`src/rtl/mem_pkg.sv`:
```
// Shared widths and state/tag types for the single-port RAM arbiter.
// Latency: n/a (types and constants only).
// Backpressure: n/a.
package mem_pkg;

    localparam int ADDR_W = 15;
    localparam int DATA_W = 16;

    // CPU access tracker: grant edge -> RAM addressed -> data returned.
    typedef enum logic [1:0] {
        C_IDLE = 2'd0,
        C_MEM  = 2'd1,
        C_RET  = 2'd2
    } cpu_state_t;

    // Owner of the access travelling from grant to return.
    typedef enum logic [1:0] {
        TAG_NONE = 2'd0,
        TAG_CPU  = 2'd1,
        TAG_VGA  = 2'd2
    } tag_t;

endpackage

```
`src/rtl/mem_arb_tag_pipe.sv`:
```
// Two-stage delay line carrying the grant owner tag to the return edge.
// Latency: 2 cycles from tag_in to tag_out.
// Backpressure: none; shifts every cycle, synchronous reset empties both stages.
//
// Ports: clk, reset (sync, active-low), tag_in (owner granted this edge),
//        tag_out (owner whose RAM data is on mem_rdata this cycle).
module mem_arb_tag_pipe
    import mem_pkg::*;
(
    input  logic clk,
    input  logic reset,
    input  tag_t tag_in,
    output tag_t tag_out
);

    tag_t stage1;
    tag_t stage2;

    always_ff @(posedge clk) begin
        if (!reset) begin
            stage1 <= TAG_NONE;
            stage2 <= TAG_NONE;
        end else begin
            stage1 <= tag_in;
            stage2 <= stage1;
        end
    end

    assign tag_out = stage2;

endmodule

```
`src/rtl/mem_arbiter.sv`:
```
// Arbitrates a single-port RAM between a CPU port and a streaming VGA read port.
// Latency: grant at E0, ack/valid pulse and read data registered at E2.
// Backpressure: CPU holds cpu_req until cpu_ack; VGA is never stalled except by
//               a CPU win after MAX_VGA_BURST contended grants or enable low.
//
// Ports: clk, reset (sync, active-low), enable (gates new grants);
//        CPU: cpu_req/cpu_addr/cpu_we/cpu_wdata in, cpu_ack/cpu_rdata out;
//        VGA: vga_req/vga_addr in, vga_valid/vga_rdata out;
//        RAM: mem_addr/mem_we/mem_wdata out (registered), mem_rdata in.
module mem_arbiter
    import mem_pkg::*;
#(
    parameter int MAX_VGA_BURST = 4
) (
    input  logic              clk,
    input  logic              reset,
    input  logic              enable,
    input  logic              cpu_req,
    input  logic [ADDR_W-1:0] cpu_addr,
    input  logic              cpu_we,
    input  logic [DATA_W-1:0] cpu_wdata,
    output logic              cpu_ack,
    output logic [DATA_W-1:0] cpu_rdata,
    input  logic              vga_req,
    input  logic [ADDR_W-1:0] vga_addr,
    output logic              vga_valid,
    output logic [DATA_W-1:0] vga_rdata,
    output logic [ADDR_W-1:0] mem_addr,
    output logic              mem_we,
    output logic [DATA_W-1:0] mem_wdata,
    input  logic [DATA_W-1:0] mem_rdata
);

    localparam int STREAK_W = $clog2(MAX_VGA_BURST + 1);

    cpu_state_t          cpu_state;
    cpu_state_t          cpu_state_nxt;
    logic                cpu_ack_nxt;
    logic                cpu_wr_q;     // direction of the outstanding CPU access
    logic [STREAK_W-1:0] vga_streak;
    logic                streak_full;
    logic                cpu_want;
    logic                grant_cpu;
    logic                grant_vga;
    tag_t                grant_tag;
    tag_t                ret_tag;

    // CPU may only compete while it has nothing outstanding.
    assign cpu_want    = cpu_req && (cpu_state == C_IDLE);
    assign streak_full = (vga_streak == STREAK_W'(MAX_VGA_BURST));

    always_comb begin
        grant_cpu = 1'b0;
        grant_vga = 1'b0;
        if (enable) begin
            if (cpu_want && vga_req) begin
                // VGA wins contention until it has starved the CPU long enough.
                if (streak_full) begin
                    grant_cpu = 1'b1;
                end else begin
                    grant_vga = 1'b1;
                end
            end else if (cpu_want) begin
                grant_cpu = 1'b1;
            end else if (vga_req) begin
                grant_vga = 1'b1;
            end
        end
    end

    always_comb begin
        grant_tag = TAG_NONE;
        if (grant_cpu) begin
            grant_tag = TAG_CPU;
        end else if (grant_vga) begin
            grant_tag = TAG_VGA;
        end
    end

    mem_arb_tag_pipe u_tag_pipe (
        .clk     (clk),
        .reset   (reset),
        .tag_in  (grant_tag),
        .tag_out (ret_tag)
    );

    // CPU FSM: the ack is produced on leaving C_RET, so the CPU becomes
    // eligible again on the edge after the ack pulse.
    always_comb begin
        cpu_state_nxt = cpu_state;
        cpu_ack_nxt   = 1'b0;
        case (cpu_state)
            C_IDLE: if (grant_cpu) cpu_state_nxt = C_MEM;
            C_MEM:  cpu_state_nxt = C_RET;
            C_RET: begin
                cpu_state_nxt = C_IDLE;
                cpu_ack_nxt   = 1'b1;
            end
            default: cpu_state_nxt = C_IDLE;
        endcase
    end

    always_ff @(posedge clk) begin
        if (!reset) begin
            cpu_state  <= C_IDLE;
            cpu_ack    <= 1'b0;
            cpu_rdata  <= '0;
            cpu_wr_q   <= 1'b0;
            vga_valid  <= 1'b0;
            vga_rdata  <= '0;
            vga_streak <= '0;
            mem_addr   <= '0;
            mem_we     <= 1'b0;
            mem_wdata  <= '0;
        end else begin
            cpu_state <= cpu_state_nxt;
            cpu_ack   <= cpu_ack_nxt;
            mem_we    <= grant_cpu && cpu_we;

            if (grant_cpu) begin
                mem_addr  <= cpu_addr;
                mem_wdata <= cpu_wdata;
                cpu_wr_q  <= cpu_we;
            end else if (grant_vga) begin
                mem_addr  <= vga_addr;
            end

            // Writes still ack but leave the last read data in place.
            if (cpu_ack_nxt && !cpu_wr_q) begin
                cpu_rdata <= mem_rdata;
            end

            vga_valid <= (ret_tag == TAG_VGA);
            if (ret_tag == TAG_VGA) begin
                vga_rdata <= mem_rdata;
            end

            // Streak only measures how long a waiting CPU has been passed over.
            if (grant_cpu || !cpu_req) begin
                vga_streak <= '0;
            end else if (grant_vga && cpu_want && !streak_full) begin
                vga_streak <= vga_streak + 1'b1;
            end
        end
    end

endmodule
```
`config.mk`:
```
export PLATFORM = sky130hd
export DESIGN_NAME = mem_arbiter
export DESIGN_NICKNAME = d
export VERILOG_FILES = /design/src/rtl/mem_pkg.sv /design/src/rtl/mem_arb_tag_pipe.sv /design/src/rtl/mem_arbiter.sv
export SDC_FILE = /design/constraint.sdc
export NUM_CORES = 1
export LEC_CHECK = 0
export ABC_AREA = 1
export ABC_CLOCK_PERIOD_IN_PS = 1940
export CORE_AREA = 2 2 95 97
export CTS_CLUSTER_DIAMETER = 40
export DETAILED_ROUTE_END_ITERATION = 6
export DIE_AREA = 0 0 97 99
export PLACE_DENSITY = 0.68
export SYNTH_ARGS = -nofsm -noshare
export SYNTH_HDL_FRONTEND = slang
export SYNTH_SLANG_ARGS = --single-unit
export TNS_END_PERCENT = 20
```
`constraint.sdc`:
```
create_clock -name clk -period 1.94 [get_ports clk]
set_input_delay 0.388 -clock clk [delete_from_list [all_inputs] [get_ports clk]]
set_output_delay 0.388 -clock clk [all_outputs]
set_load 0.05 [all_outputs]
```
# ---- After elaboration in Yosys (flattened, before gate mapping)
# Index checks and enable logic that the tools add are counted.
# W data, S select, Z words.
dict set report word_totals {
  input_bits 68
  reg_bits 76
}
dict set report op_classes {
  mux 16
  n_addsub 1
  n_eq_ne 5
  bitwise 1
  n_reduce_logical 14
}
# operator n
set ops {}
lappend ops {{$mux W15} 2}
lappend ops {{$mux W1} 11}
lappend ops {{$logic_and A1 B1 Y1} 6}
lappend ops {{$eq A2 B2 Y1 const B} 2}
lappend ops {{$mux W2} 2}
lappend ops {{$pmux W2 S2} 1}
lappend ops {{$reduce_or A2 Y1} 2}
lappend ops {{$add A3 B1 Y3 const B} 1}
lappend ops {{$eq A3 B3 Y1 const B} 1}
lappend ops {{$logic_not A1 Y1} 3}
lappend ops {{$eq A2 B1 Y1 const B} 1}
lappend ops {{$logic_not A2 Y1} 1}
lappend ops {{$ne A2 B2 Y1 const B} 1}
lappend ops {{$reduce_bool A2 Y1} 1}
lappend ops {{$logic_or A1 B1 Y1} 1}
lappend ops {{$not A1 Y1} 1}

# ---- Depth between registers and ports, before layout
dict set report depth {
  ltp_word 7
  depth_mapped 11
  mapped_depth_nobuf 10
}

# ---- By module
# Synthesis repeated with hierarchy kept, for this count alone.
dict set report hier_totals {
  cells_unflattened 397
  area_unflattened_um2 2957.8
}
# mod instances seq_area_each_um2 cells_each area_per_inst_um2
set by_module_without_submodules {}
lappend by_module_without_submodules {mem_arbiter 1 1441.4 385 2847.7}
lappend by_module_without_submodules {mem_arb_tag_pipe 1 80.1 12 110.1}

# ---- Worst setup path before layout
# No wires, ideal clock.
dict set report synth_path {
  path_type {flip-flop to flip-flop}
  start {register vga_streak[0]}
  end {register mem_addr[14]}
  path_buffers 1
  arrival_ns 1.373
  synth_period_minus_slack_ns 1.429
  path_stages_with_launch 11
  slack_ns 0.511
  t_required_ns 1.884
  setup_ns 0.056
  path_cell_list {dfxtp_1 inv_1 ha_1 nand2_1 nand2_1 inv_2 clkbuf_1 o21ai_0 nand3_1 nand2_1 inv_1}
}
dict set report synth_between {
  elab_chain_len 5
  word_cells_on_any_way 9
  cone_classes {eq/ne: 1; mux: 7; reduce/logical: 1}
}
# element line_no
set synth_rtl {}
lappend synth_rtl {{start, declared} mem_arbiter.sv:40} ;# logic [STREAK_W-1:0] vga_streak;
lappend synth_rtl {{start signal, assigned} mem_arbiter.sv:142} ;# vga_streak <= vga_streak + 1'b1;
lappend synth_rtl {{$eq A3 B3 Y1 *} mem_arbiter.sv:50} ;# assign streak_full = (vga_streak == STREAK_W'(MAX_VGA_BURST));
lappend synth_rtl {{$mux W1} mem_arbiter.sv:58} ;# if (streak_full) begin
lappend synth_rtl {{$mux W1} mem_arbiter.sv:56} ;# if (cpu_want && vga_req) begin
lappend synth_rtl {{$mux W1} mem_arbiter.sv:55} ;# if (enable) begin
lappend synth_rtl {{$mux W15 or $reduce_bool A2 Y1 (tied branches)} n/a}
lappend synth_rtl {{end signal, assigned} mem_arbiter.sv:121} ;# mem_addr <= cpu_addr;
lappend synth_rtl {{end signal, assigned} mem_arbiter.sv:125} ;# mem_addr <= vga_addr;
lappend synth_rtl {{end, declared} mem_arbiter.sv:28} ;# output logic [ADDR_W-1:0] mem_addr,
# Mark *: on every way between the ends. The rest lies on a longest branch, timed or not.
# A chain may end at the register's enable or synchronous reset.

# ---- Worst setup path after layout
dict set report layout_path {
  start {register vga_rdata[1]}
  end {output port vga_rdata[1]}
}
# element line_no
set layout_lines {}
lappend layout_lines {{start, declared} mem_arbiter.sv:27} ;# output logic [DATA_W-1:0] vga_rdata,
lappend layout_lines {{start signal, assigned} mem_arbiter.sv:135} ;# vga_rdata <= mem_rdata;
# No word-level cell between the ends.

==> results.sh <==
export IMPL_status="completed"
export IMPL_clk_pin_slew_ps=80
export IMPL_io_buffers=133
export IMPL_grt_max_degree=50
export IMPL_syn_avg_cell_area_sq_um=7.47
export IMPL_clockBufferDepth=2
export IMPL_wl_per_cell_um=11.7
export IMPL_fin_util=0.536
export IMPL_dieHeight_um=99
export IMPL_p_sw_frac=0.279
export IMPL_root_buffer="clkbuf_8"
export IMPL_comb_power_share=0.192
export IMPL_switching_power_w=0.000962
export IMPL_cp_top_family="buffers and inverters"
export IMPL_first_iter_violations=60
export IMPL_synth_yosys_seq_area_share=0.520
export IMPL_gp_congestion=0.764
export IMPL_crit_path_start_kind="flip-flop"
export IMPL_seqCellArea_sq_um=1520
export IMPL_die_area_sq_um=9600
export IMPL_fin_setup_tns_ps=0
export IMPL_layout_commonest_cell="clkdlybuf4s50_1"
export IMPL_syn_inst=392
export IMPL_slew_headroom=0.642
export IMPL_period_share=0.977
export IMPL_worst_setup_path_type="flip-flop to primary output"
export IMPL_routed_wl_um=7520
export IMPL_vias=2823
export IMPL_num_rows=34
export IMPL_clk_latency_ps=340
export IMPL_tritoncts="done"
export IMPL_cap_violations=0
export IMPL_cts_buffers=9
export IMPL_syn_num_nets=462
export IMPL_crit_fanout=2
export IMPL_grt_first_pass_wirelength_um=12300
export IMPL_diodes=0
export IMPL_drt_first_pass_iters=4
export IMPL_fmax_mhz=528
export IMPL_n_fill_cell=803
export IMPL_finClkSkew_ps=6.89
export IMPL_crit_buf_inv=1
export IMPL_hold_viol=0
export IMPL_grt_total_usage=0.156
export IMPL_pwr_share_clk=0.329
export IMPL_hold_path_class="flip-flop to flip-flop"
export IMPL_crit_required_ps=1550
export IMPL_postLayoutSetupSlackWorst_ps=45.2
export IMPL_period_needed_ps=1890
export IMPL_fin_nets=598
export IMPL_multi_input_area_sq_um=1090
export IMPL_place_inst=625
export IMPL_crit_chain="clkdlybuf4s50_1"
export IMPL_arrival_ps=1510
export IMPL_die_x_um=97
export IMPL_layout_common_cells="clkdlybuf4s50_1, nand2_1, dfxtp_1"
export IMPL_rsz0062_at_grt="false"
export IMPL_routed_via_density=4.40
export IMPL_ant_nets=0
export IMPL_drcViolationCount=0
export IMPL_h_tree_depth=3
export IMPL_grt_pass1_vias=2685
export IMPL_p_leak_nw=2.11
export IMPL_overflow=0
export IMPL_end_kind="primary output"
export IMPL_setup_violations=0
export IMPL_crit_slowest_cell="clkdlybuf4s50_1"
export IMPL_seqPwrFrac=0.479
export IMPL_synth_ff_latch_count=76
export IMPL_syn_to_final_growth_pct=56.5
export IMPL_clock_sinks=76
export IMPL_cp_slowest_stage_delay_ps=830
export IMPL_p_per_area_nw_per_um2=754
export IMPL_antenna_found_initial=0
export IMPL_coreArea_sq_um=8550
export IMPL_synth_distinct_cells=22
export IMPL_io_pins=134
export IMPL_drv_slew=0
export IMPL_syn_area_sq_um=2930
export IMPL_drive_gt1_frac=0.0619
export IMPL_pre_cts_ws_ps=-8.72
export IMPL_power_internal_w=0.00249
export IMPL_place_hpwl_um=5550
export IMPL_vdd_drop_max_mv=0.303
export IMPL_yosysWarnings=0
export IMPL_worst_slew_pin_slew_ps=535
export IMPL_initial_core_util=0.342
export IMPL_final_cell_count_no_fill=641
-- power groups by stage --
stage | clock (W) | sequential (W) | combinational (W)
after detailed placement | 0 | 0.00169 | 0.000665
after global placement | 0 | 0.00169 | 0.000660
final | 0.00114 | 0.00165 | 0.000663
after global routing | 0.00125 | 0.00166 | 0.000711
after CTS | 0.00118 | 0.00165 | 0.000668
after floorplan | 0 | 0.00189 | 0.000163
-- state kept, by name, indices dropped and copies added (netlist names) --
name,count
cpu_rdata,16
u_tag_pipe.tag_out,2
mem_addr,15
mem_we,1
cpu_state,2
vga_streak,3
cpu_ack,1
u_tag_pipe.stage1,2
vga_rdata,16
vga_valid,1
cpu_wr_q,1
mem_wdata,16
-- Yosys cell counts, drive strengths merged --
master / instances / area (sq um)
nor2: 40 / 176
nor3: 3 / 26.3
buf: 8 / 57.6
ha: 2 / 25.0
a21oi: 19 / 95.1
dfxtp: 76 / 1520
clkinv: 1 / 3.75
inv: 58 / 218
xor2: 1 / 8.76
o21ai: 63 / 315
clkbuf: 11 / 41.3
nand3: 17 / 90.1
nand2: 93 / 349
-- layout make-up --
| class | instances | area share |
|---|---|---|
| sequential | 76 | 0.332 |
| timing repair buffer | 144 | 0.313 |
| multi-input combinational | 238 | 0.237 |
| inverter | 59 | 0.0483 |
| tap | 108 | 0.0295 |
| clock buffer | 11 | 0.0287 |
| clock inverter | 5 | 0.0115 |
-- kinds of logic (layout without fill, tap and decap cells) --
logic type / Yosys count / after routing / synth area share
and+or+nand+nor: 153 / 153 / 0.219
adders and majority gates: 2 / 2 / 0.00855
DFF: 76 / 76 / 0.520
AOI/OAI and AO/OA: 82 / 82 / 0.140
xor gates and xnor gates: 1 / 1 / 0.00299
buffers and inverters: 78 / 219 / 0.109
-- final timing paths --
check                        from                     to  slack (ps)  cells past startpoint
max                  vga_rdata[1]           vga_rdata[1]          50                      1
max reg2reg         vga_streak[0]          vga_streak[0]         390                      9
min reg2reg  u_tag_pipe.stage1[0]  u_tag_pipe.tag_out[0]         420                      2
min          u_tag_pipe.stage1[0]  u_tag_pipe.tag_out[0]         420                      2
-- metrics by stage --
stage / total power (W) / hold slack, ps / instance area [sq um]
after floorplan: 0.00205 / 390 / 2930
after global placement: 0.00235 / 400 / 4390
after detailed placement: 0.00235 / 403 / 4390
after CTS: 0.00350 / 416 / 4570
after global routing: 0.00362 / 451 / 4580
final: 0.00345 / 420 / 4580
-- per-layer routing --
layer	routed length, um	vias to the layer above	global-route usage	part of all wire
li1	-	1484	-	-
met1	3610	1221	0.204	0.48
met2	3250	110	0.241	0.43
met3	574	8	0.0525	0.076
met4	83	0	0.0531	0.011
met5	0	-	0	0
-- worst min-delay path: stages, from the launching register on --
cell	delay, ps
dfxtp_1	310
nand2_1	40
inv_1	40
-- repair_timing --
item / CTS / global route
setup endpoints to repair: 0 / 5
hold buffers: 0 / 0
resized for setup: 0 / 5
buffers inserted: 0 / 0
No activity file was read; power rests on OpenSTA's default activity.
==> RTL edit 1 (same settings) <==
`MAX_VGA_BURST`: 4 -> 8.
--- a/src/rtl/mem_arbiter.sv
+++ b/src/rtl/mem_arbiter.sv
@@ -10,7 +10,7 @@
 module mem_arbiter
     import mem_pkg::*;
 #(
-    parameter int MAX_VGA_BURST = 4
+    parameter int MAX_VGA_BURST = 8
 ) (
     input  logic              clk,
     input  logic              reset,
Check against the original RTL: not equivalent (Yosys sat finds a counterexample within 10 cycles, from zero or initial values and one cycle with reset low).
==> RTL edit 1 against the original RTL <==
Synthesized area up 3.5%; largest cell class unchanged; critical path depth unchanged; hold slack worse by 2.3 ps; critical endpoint unchanged; first-iteration DRC count up 32%; sequential cell count up 1; total power up 14%; routed wire length up 4.5%; worst setup slack better by 7.2 ps; cell area up 3.7%; combinational power up 2%; non-clock buffer count down 1.
==> RTL edit 1: results (changes against the original RTL) <==
[metrics] outcome: completed (unchanged)
[metrics] worst vdd ir: 0.3024 mV (was 0.3029 mV)
[metrics] Post-Place Setup Slack: 110.8 ps (was -8.724 ps)
[metrics] actual slew at the worst max-slew pin: 555.2 ps (was 535.4 ps)
[metrics] syn nets: 472 (was 462)
[metrics] placed cell count: 632 (was 625)
[metrics] share of final-layout standard cells stronger than drive strength 1: 7.407% (was 6.191%)
[metrics] placed instance area: 0.004459 mm2 (was 0.004385 mm2)
[metrics] Cell Pwr Density: 830.0 mW/mm2 (was 753.7 mW/mm2)
[metrics] met1 GRT Util: 20.15% (was 20.37%)
[metrics] pin count of the biggest net entering global routing: 33 (was 50)
[metrics] last weighted congestion value of the routability-driven placer: 0.8198 (was 0.7639)
[metrics] Clock Skew: 13.78 ps (was 6.889 ps)
[metrics] area used by sequential logic in the layout: 0.001541 mm2 (was 0.001521 mm2)
[metrics] leading cell types by count after synthesis: 77 x sky130_fd_sc_hd__dfxtp_1, 77 x sky130_fd_sc_hd__nand2_1, 57 x sky130_fd_sc_hd__inv_1 (was 93 x sky130_fd_sc_hd__nand2_1, 76 x sky130_fd_sc_hd__dfxtp_1, 59 x sky130_fd_sc_hd__o21ai_0)
[metrics] first-iteration detailed-routing DRC count: 79 (was 60)
[metrics] per-instance average area after synthesis: 7.535 um2 (was 7.469 um2)
[metrics] vias in the first global route: 2846 (was 2685)
[metrics] global routing usage summed across all routing layers: 16.59% (was 15.56%)
[metrics] static leakage: 2.290 nW (was 2.115 nW)
[metrics] GR met2 Demand/Resource: 27.51% (was 24.15%)
[metrics] Met1 Routed Length: 3478 um (was 3611 um)
[metrics] library cells used by synthesis: 21 (was 22)
[metrics] clock tree cell share of total cell area: 5.659% (was 4.014%)
[metrics] Clock buffer cells: 9 (was 11)
[metrics] DR vias: 2921 (was 2823)
[metrics] total routed wirelength: 7863 um (was 7522 um)
[metrics] layout sequential cell count: 77 (was 76)
==> RTL edit 1: cell types whose count changed after synthesis, sizes merged <==
| cell | change |
|---|---|
| buf | +1 |
| nor3 | -2 |
| o21ai | -15 |
| nor2 | +1 |
| dfxtp | +1 |
| nand2 | -13 |
| clkbuf | +1 |
| nand3 | +34 |
| xnor2 | +1 |
| a21oi | +1 |
==> RTL edit 1: cell families (layout without fill, tap and decap cells) <==
group | count (synthesis) | in the layout | synth area share [%]
AOI/OAI and AO/OA | 68 | 68 | 11.24
xor gates and xnor gates | 2 | 2 | 0.5784
adders and majority gates | 2 | 2 | 0.8260
buffers and inverters | 80 | 218 | 10.90
DFF | 77 | 77 | 50.89
and+or+nand+nor | 173 | 173 | 25.57
==> RTL edit 1: power breakdown <==
part           internal, mW  switching, mW
combinational         0.280          0.395
clock                 0.994          0.603
sequential             1.64         0.0311
total                  2.92           1.03
==> RTL edit 2 (same flow settings) <==
Made on the original files. The 3 states of `cpu_state_t` get a one-hot encoding in 3 bits.
--- a/src/rtl/mem_pkg.sv
+++ b/src/rtl/mem_pkg.sv
@@ -7,10 +7,10 @@
     localparam int DATA_W = 16;
 
     // CPU access tracker: grant edge -> RAM addressed -> data returned.
-    typedef enum logic [1:0] {
-        C_IDLE = 2'd0,
-        C_MEM  = 2'd1,
-        C_RET  = 2'd2
+    typedef enum logic [2:0] {
+        C_IDLE = 3'b001,
+        C_MEM  = 3'b010,
+        C_RET  = 3'b100
     } cpu_state_t;
 
     // Owner of the access travelling from grant to return.
Check against the original RTL: no difference found for any inputs over 10 cycles, from zero or initial values and one cycle with reset low; not proved beyond that.
==> RTL edit 2 against the original RTL <==
Sequential cell count rose by 1; clock power rose by 15%; synthesized area rose by 6.6%; die area did not move; cell count rose by 5.9%; sequential share of layout area fell by 1.2 points; critical path type unchanged; cell area rose by 5.2%; largest cell class unchanged; worst setup slack got worse by 8.6 ps; total power rose by 5.8%; first-iteration DRC count rose by 120%; routed wire length rose by 9.5%; highest routed layer unchanged.
==> RTL edit 2: results (changes against the original RTL) <==
[metrics] placed instance area: 0.004599 mm2 (was 0.004385 mm2)
[metrics] dpl hpwl: 5991 um (was 5547 um)
[metrics] worst vdd ir: 0.4228 mV (was 0.3029 mV)
[metrics] delay of the slowest critical-path stage: 810 ps (was 830 ps)
[metrics] end point of the most critical hold path: cpu_rdata[3] (was u_tag_pipe.tag_out[0])
[metrics] total routed wirelength: 8238 um (was 7522 um)
[metrics] compound-gate portion of the synthesized area: 8.697% (was 14.02%)
[metrics] adder and majority gate portion of the synthesized area: 0.8016% (was 0.8547%)
[metrics] Post-Place Setup Slack: 24.79 ps (was -8.724 ps)
[metrics] post-synthesis xor/xnor area fraction: 0.5611% (was 0.2991%)
[metrics] hold path depth: 3 (was 2)
[metrics] post-synthesis sequential area ratio: 49.38% (was 51.97%)
[metrics] DR vias: 3054 (was 2823)
[metrics] library cells used by synthesis: 23 (was 22)
[metrics] vias in the first global route: 2968 (was 2685)
[metrics] destination of the worst register-to-register timing path: cpu_wr_q (was vga_streak[0])
[metrics] flop2flop setup slack: 350 ps (was 390 ps)
[metrics] first-iteration detailed-routing DRC count: 133 (was 60)
[metrics] logic depth of the worst register-to-register path: 8 (was 9)
[metrics] last weighted congestion value of the routability-driven placer: 0.7897 (was 0.7639)
[metrics] launch point of the worst hold path: reset (was u_tag_pipe.stage1[0])
[metrics] outcome: completed (unchanged)
[metrics] pin count of the biggest net entering global routing: 33 (was 50)
[metrics] Slew Limit Headroom: 63.81% (was 64.19%)
[metrics] layout filler cell count: 811 (was 803)
[metrics] share of final-layout standard cells stronger than drive strength 1: 7.005% (was 6.191%)
## RTL edit 2: changes by cell type after synthesis, sizes merged, moves of 3 or more
| cell | delta |
|---|---|
| buf | +4 |
| nor2 | +3 |
| nand3 | +47 |
| o21ai | -29 |
| inv | +16 |
## RTL edit 2: per-stage QoR
| stage | power (mW) | hold WS, ps | cells |
|---|---|---|---|
| global placement | 2.371 | 402.9 | 664 |
| CTS | 3.694 | 418.3 | 679 |
| finish | 3.652 | 424.0 | 679 |
| global route | 3.825 | 434.9 | 679 |
| floorplan | 2.070 | 390.5 | 432 |
| detailed placement | 2.379 | 413.5 | 664 |
## RTL edit 2: worst max path at each step
stage	from	end	slack, ps	depth (start not counted)
finish	vga_rdata[4]	vga_rdata[4]	40	1
detailed placement	cpu_req	cpu_wr_q	20	7
global route	mem_wdata[11]	mem_wdata[11]	4	1
CTS	cpu_rdata[1]	cpu_rdata[1]	30	1
floorplan	vga_streak[0]	mem_addr[12]	530	10
global placement	cpu_req	mem_addr[9]	130	9
## RTL edit 2: power by group
part           internal (mW)  switching, mW
sequential              1.64         0.0286
clock                  0.752          0.560
combinational          0.292          0.383
## RTL edit 2: layout make-up
cell class | count | area share [%]
Clock buffer | 11 | 2.933
Clock inverter | 4 | 1.505
Inverter | 75 | 5.840
Multi-Input combinational cell | 259 | 24.94
Sequential cell | 77 | 31.98
Tap cell | 108 | 2.803
Timing Repair Buffer | 145 | 30.00
## RTL edit 2: metal layers
metal	vias to the layer above	wire length, um	global-route usage (%)
met5	-	0	0
met4	0	70	5.200
met3	8	792	6.950
met2	103	3667	27.67
met1	1341	3707	20.90
li1	1602	-	-
## RTL edit 2: repair_timing
action	4_1_cts	5_1_grt
gates resized for setup	0	3
hold buffers	0	0
endpoints found under the setup margin	0	3
buffers inserted	0	0
## RTL edit 2: cell families (layout without fill, tap and decap cells)
family          Yosys count  count (layout)
compound gates           52              52
simple gates            203             203
xor+xnor                  2               2
fa+ha+maj                 2               2
flops                    77              77
buf+inv                  96             235
